===== config.mk =====
export PLATFORM = sky130hd
export DESIGN_NAME = start_debouncer
export DESIGN_NICKNAME = d
export VERILOG_FILES = /design/src/rtl/led_pkg.sv /design/src/rtl/synchronizer.sv /design/src/rtl/start_debouncer.sv
export SDC_FILE = /design/constraint.sdc
export NUM_CORES = 1
export LEC_CHECK = 0
export CELL_PAD_IN_SITES_DETAIL_PLACEMENT = 1
export CELL_PAD_IN_SITES_GLOBAL_PLACEMENT = 2
export CORE_ASPECT_RATIO = 0.75
export CORE_MARGIN = 3
export CORE_UTILIZATION = 33
export CTS_CLUSTER_DIAMETER = 30
export DETAILED_ROUTE_END_ITERATION = 6
export GPL_ROUTABILITY_DRIVEN = 0
export PLACE_DENSITY_LB_ADDON = 0.25
export SYNTH_ARGS = -nofsm -noshare
export SYNTH_HDL_FRONTEND = slang
export SYNTH_SLANG_ARGS = --single-unit

===== constraint.sdc =====
create_clock -name clock -period 1.4 [get_ports clock]
set_input_delay 0.35 -clock clock [delete_from_list [all_inputs] [get_ports clock]]
set_output_delay 0.35 -clock clock [all_outputs]
set_load 0.05 [all_outputs]

===== src/rtl/led_pkg.sv =====
// Shared definitions for the LED up/down counter chain and its button front end.
package led_pkg;

    // Debouncer FSM state encoding; the counter blocks decode the same values.
    typedef enum logic [1:0] {
        IDLE         = 2'd0,
        PRESS_WAIT   = 2'd1,
        HELD         = 2'd2,
        RELEASE_WAIT = 2'd3
    } db_state_t;

    localparam logic [1:0] ST_IDLE         = 2'd0;
    localparam logic [1:0] ST_PRESS_WAIT   = 2'd1;
    localparam logic [1:0] ST_HELD         = 2'd2;
    localparam logic [1:0] ST_RELEASE_WAIT = 2'd3;

    // Width of a counter that must reach cycles-1; never narrower than one bit.
    function automatic int cnt_width(input int cycles);
        return (cycles > 1) ? $clog2(cycles) : 1;
    endfunction

endpackage


===== src/rtl/synchronizer.sv =====
// Multi-flop synchroniser for asynchronous board inputs. Depth and the
// reset level are parameters so the same block serves every pin.
module synchronizer
    import led_pkg::*;
#(
    parameter int   STAGES      = 2,
    parameter logic RESET_VALUE = 1'b0
) (
    input  logic clock,
    input  logic reset,
    input  logic din,
    output logic dout
);

    logic [STAGES-1:0] sync_pipe;

    // Shift the raw pin through the chain; reset loads the inactive level so
    // no phantom edge appears after reset release.
    always_ff @(posedge clock or negedge reset) begin
        if (!reset) begin
            sync_pipe <= {STAGES{RESET_VALUE}};
        end else begin
            sync_pipe <= {sync_pipe[STAGES-2:0], din};
        end
    end

    assign dout = sync_pipe[STAGES-1];

endmodule


===== src/rtl/start_debouncer.sv =====
// Push-button front end for the LED counter chain: synchronises the raw pin,
// filters bounce with a stability counter, and emits one start (or dropped)
// pulse per debounced press.
module start_debouncer
    import led_pkg::*;
#(
    parameter int   SYNC_STAGES     = 2,
    parameter int   DEBOUNCE_CYCLES = 12000,
    parameter logic ACTIVE_LEVEL    = 1'b1
) (
    input  logic clock,
    input  logic reset,
    input  logic button,
    input  logic busy,
    output logic start,
    output logic dropped,
    output logic pressed
);

    localparam int            CW      = cnt_width(DEBOUNCE_CYCLES);
    localparam logic [CW-1:0] CNT_MAX = CW'(DEBOUNCE_CYCLES - 1);
    localparam logic [CW-1:0] CNT_ONE = CW'(1);

    logic          sync_out;
    logic          level;
    db_state_t     state;
    logic [CW-1:0] cnt;

    synchronizer #(
        .STAGES      (SYNC_STAGES),
        .RESET_VALUE (~ACTIVE_LEVEL)
    ) u_sync (
        .clock (clock),
        .reset (reset),
        .din   (button),
        .dout  (sync_out)
    );

    // Normalise polarity so the FSM always treats 1 as "pressed".
    assign level = (sync_out == ACTIVE_LEVEL);

    // Debounce FSM with stability counter and registered pulse outputs.
    // A level change is accepted only after the counter has seen
    // DEBOUNCE_CYCLES-1 further stable samples; any reversal restarts it.
    // busy is looked at only on the accepting edge of a press.
    always_ff @(posedge clock or negedge reset) begin
        if (!reset) begin
            state   <= IDLE;
            cnt     <= '0;
            start   <= 1'b0;
            dropped <= 1'b0;
            pressed <= 1'b0;
        end else begin
            start   <= 1'b0;
            dropped <= 1'b0;
            case (state)
                IDLE: begin
                    cnt     <= '0;
                    pressed <= 1'b0;
                    if (level) begin
                        state <= PRESS_WAIT;
                    end
                end
                PRESS_WAIT: begin
                    if (!level) begin
                        state <= IDLE;
                        cnt   <= '0;
                    end else if (cnt == CNT_MAX) begin
                        state   <= HELD;
                        cnt     <= '0;
                        pressed <= 1'b1;
                        start   <= ~busy;
                        dropped <= busy;
                    end else begin
                        cnt <= cnt + CNT_ONE;
                    end
                end
                HELD: begin
                    cnt     <= '0;
                    pressed <= 1'b1;
                    if (!level) begin
                        state <= RELEASE_WAIT;
                    end
                end
                RELEASE_WAIT: begin
                    if (level) begin
                        // Release was a glitch: back to HELD without a new pulse.
                        state <= HELD;
                        cnt   <= '0;
                    end else if (cnt == CNT_MAX) begin
                        state   <= IDLE;
                        cnt     <= '0;
                        pressed <= 1'b0;
                    end else begin
                        cnt <= cnt + CNT_ONE;
                    end
                end
                default: begin
                    state   <= IDLE;
                    cnt     <= '0;
                    pressed <= 1'b0;
                end
            endcase
        end
    end

endmodule

==> key figures <==
Outcome
  – Outcome: finished, violations left
  – Violated checks: setup timing

Synthesis
  – Mapped Area: 0.00109 sq mm
  – Area leader, netlist: dfrtp_1
  – Sequential area share after synthesis: 48.1%
  – Most common cell in the synthesized netlist: dfrtp_1
  – Cells after synthesis: 108
  – Mapped Avg Cell Area: 10.1 sq um
  – Library cells used by synthesis: 29
  – #FFs+latches synth: 21
  – Synth top area cells: dfrtp_1, xnor2_1, ha_1
  – Synth cell count leaders: dfrtp_1, nor2_1, xnor2_1
  – Share of the synthesized area in the top cell type: 48.1%
  – Post-synth EDFFs: 0
  – Ys Warns: 0
  – Async SR Flop Fraction: 100%
  – Net Count, Synth: 117
  – Synth Flop Type: dfrtp_1

GRT
  – Largest net degree at the start of global routing: 22
  – Antenna violations before repair: 0
  – Vias in the first global route: 977
  – Global route overflow: 0
  – Overall global routing resource usage: 15.2%
  – Global-route wire length before repair: 4.75 mm

Floorplanning
  – Die area: 0.00405 sq mm
  – Core ar.: 0.00306 sq mm
  – Die boundary height: 55.9 microns
  – Top Ports: 7
  – Num rows: 17
  – Initial core utilization: 35.7%
  – Die W: 72.5 microns

Timing
  – Final setup fails: 16
  – Worst-margin pin slew: 0.286 ns
  – Final worst path period need: 1.46 ns
  – Final worst path period share: 104%
  – Final count of hold timing violations: 0
  – Setup Total Neg Slack: -0.772 ns
  – Fmax: 685 MHz
  – Final max-slew violation count: 0
  – RSZ-0062 raised after global routing: yes
  – Clock Skew: 0.00696 ns
  – PnR worst setup slack: -0.0609 ns
  – Slew headroom: 81.0%
  – Fin Hold WS: 0.364 ns

Cells and area
  – Multi-input logic area: 588 sq um
  – Design area: 0.00153 sq mm
  – Layout Nets: 151
  – Area growth from synthesis to layout: 40.0%
  – Layout fillers: 349
  – N_diodes: 0
  – Storage cell area: 527 sq um
  – Final Core Density: 50.0%
  – Layout cell share with drive strength beyond 1: 34.8%

Worst setup path
  – CP required: 1.55 ns
  – Reg2Reg Depth: 7
  – Reg2reg end: cnt[0]$_DFF_PN0_
  – Largest fanout on the critical path: 13
  – Flop2flop setup slack: -0.06 ns
  – Crit path arrival time: 1.62 ns
  – Reg-to-Reg Start: cnt[0]$_DFF_PN0_
  – CP endpoint kind: flip-flop
  – Crit Path Category: flip-flop to flip-flop
  – CP Launch Type: flip-flop

Route
  – Number of vias per cell: 5.12
  – Pre-antenna DRT Iters: 3
  – DRT iter0 DRCs: 43
  – Routed wire length: 2.80 mm
  – Avg WL per Cell: 15.6 microns
  – Antenna-violating nets left: 0
  – Via count: 916
  – DRC viols: 0

Placement
  – Placed Area: 0.00138 sq mm
  – DP Wirelength: 1.98 mm
  – DP Worst Slack: -0.156 ns
  – I/O Buffers: 6

Power and ir drop
  – Leakage power: 0.680 nW
  – Power density cells: 1370 mW/mm^2
  – VDD IR max: 0.000881 V

Clock tree
  – Worst-Skew Late Latency: 0.27 ns
  – Root Buffer: clkbuf_8
  – CTS tree: done
  – CTS Buf Count: 3
  – Total number of H-tree levels: 1
  – CTS Buffer Depth: 2
  – CTS sink count: 21
  – Clk slew on worst S/H paths: 0.07 ns

Worst hold path
  – Hold Startpoint: u_sync.sync_pipe[0]$_DFF_PN0_
  – Hold Crit Depth: 0
  – Hold path endpoint: u_sync.sync_pipe[1]$_DFF_PN0_
  – Worst min-delay path class: flip-flop to flip-flop

Run
  – Max Cap Viol: 0
[power breakdown]
| part | total (mW) | switching, mW | internal, mW |
|---|---|---|---|
| registers | 0.753 | 0.0742 | 0.679 |
| logic | 0.934 | 0.494 | 0.440 |
| clock network | 0.408 | 0.205 | 0.203 |
[cells in the final DEF (no fill, tap or decap), types with 2 or more instances in the layout]
cell,instances
buf_4,24
dfrtp_1,20
nor2_1,16
xnor2_1,8
inv_1,6
nand3_1,6
nand2_1,4
xor2_1,4
nand4_1,4
nor3_1,4
buf_12,4
clkbuf_8,3
clkdlybuf4s50_1,3
nand2b_1,2
and2_1,2
nor3_2,2
ha_2,2
ha_1,2
[logic make-up after synthesis]
kind of cell | after synthesis | share of synthesized area [%]
muxes | 1 | 0.915
AOI/OAI and AO/OA | 9 | 5.95
DFF | 21 | 48.1
adders and majority gates | 5 | 5.72
xor gates and xnor gates | 12 | 9.61
and+or+nand+nor | 51 | 25.7
buffers and inverters | 9 | 4.00
[timing repair]
item | CTS | global route
endpoints found under the setup margin | 17 | 18
hold buffers | 0 | 0
pin swaps | 2 | 8
resized for setup | 4 | 14
setup buffers | 3 | 3
hold endpoints to repair | 0 | 0
[final cells by class]
| class | instances | share of cell area, % |
|---|---|---|
| Timing Repair Buffer | 32 | 19.7 |
| Sequential cell | 21 | 34.4 |
| Tap cell | 38 | 3.10 |
| Inverter | 6 | 1.47 |
| Multi-Input combinational cell | 78 | 38.4 |
| Clock buffer | 4 | 2.94 |
[sequential cells by signal, indices dropped and copies added, names as in the netlist, named ones only]
register	cells
state	1
u_sync.sync_pipe	2
start	1
pressed	1
dropped	1
cnt	14
[critical path: stages, from the launching register on]
cell	delay, ns
dfrtp_1	0.38
ha_2	0.19
and4_4	0.22
nand4_4	0.13
buf_4	0.18
nand2_4	0.06
buf_12	0.13
nor2_1	0.06
[worst max-delay path by stage]
stage                     startpoint                   end  slack, ns  depth (start not counted)
CTS                 cnt[0]$_DFF_PN0_   pressed$_DFFE_PN0P_      -0.07                          6
floorplan           cnt[0]$_DFF_PN0_  state[0]$_DFFE_PN0P_      -0.11                          6
global route        cnt[0]$_DFF_PN0_   pressed$_DFFE_PN0P_      -0.15                          6
detailed placement  cnt[0]$_DFF_PN0_  state[0]$_DFFE_PN0P_      -0.16                          5
finish              cnt[0]$_DFF_PN0_      cnt[0]$_DFF_PN0_      -0.06                          7
global placement    cnt[1]$_DFF_PN0_  state[0]$_DFFE_PN0P_      -0.02                          5
[through the flow]
stage	power, mW	cells
final	2.10	179
after global routing	2.24	179
after CTS	1.99	176
after detailed placement	1.56	169
after global placement	1.51	169
after floorplan	1.18	108
[layer usage]
metal,part of all wire [%],track usage (%)
met3,3.3,4.69
met5,0,0
met4,0.86,4.74
met2,45,22.0
met1,51,21.4
No activity file was read; power rests on OpenSTA's default activity.
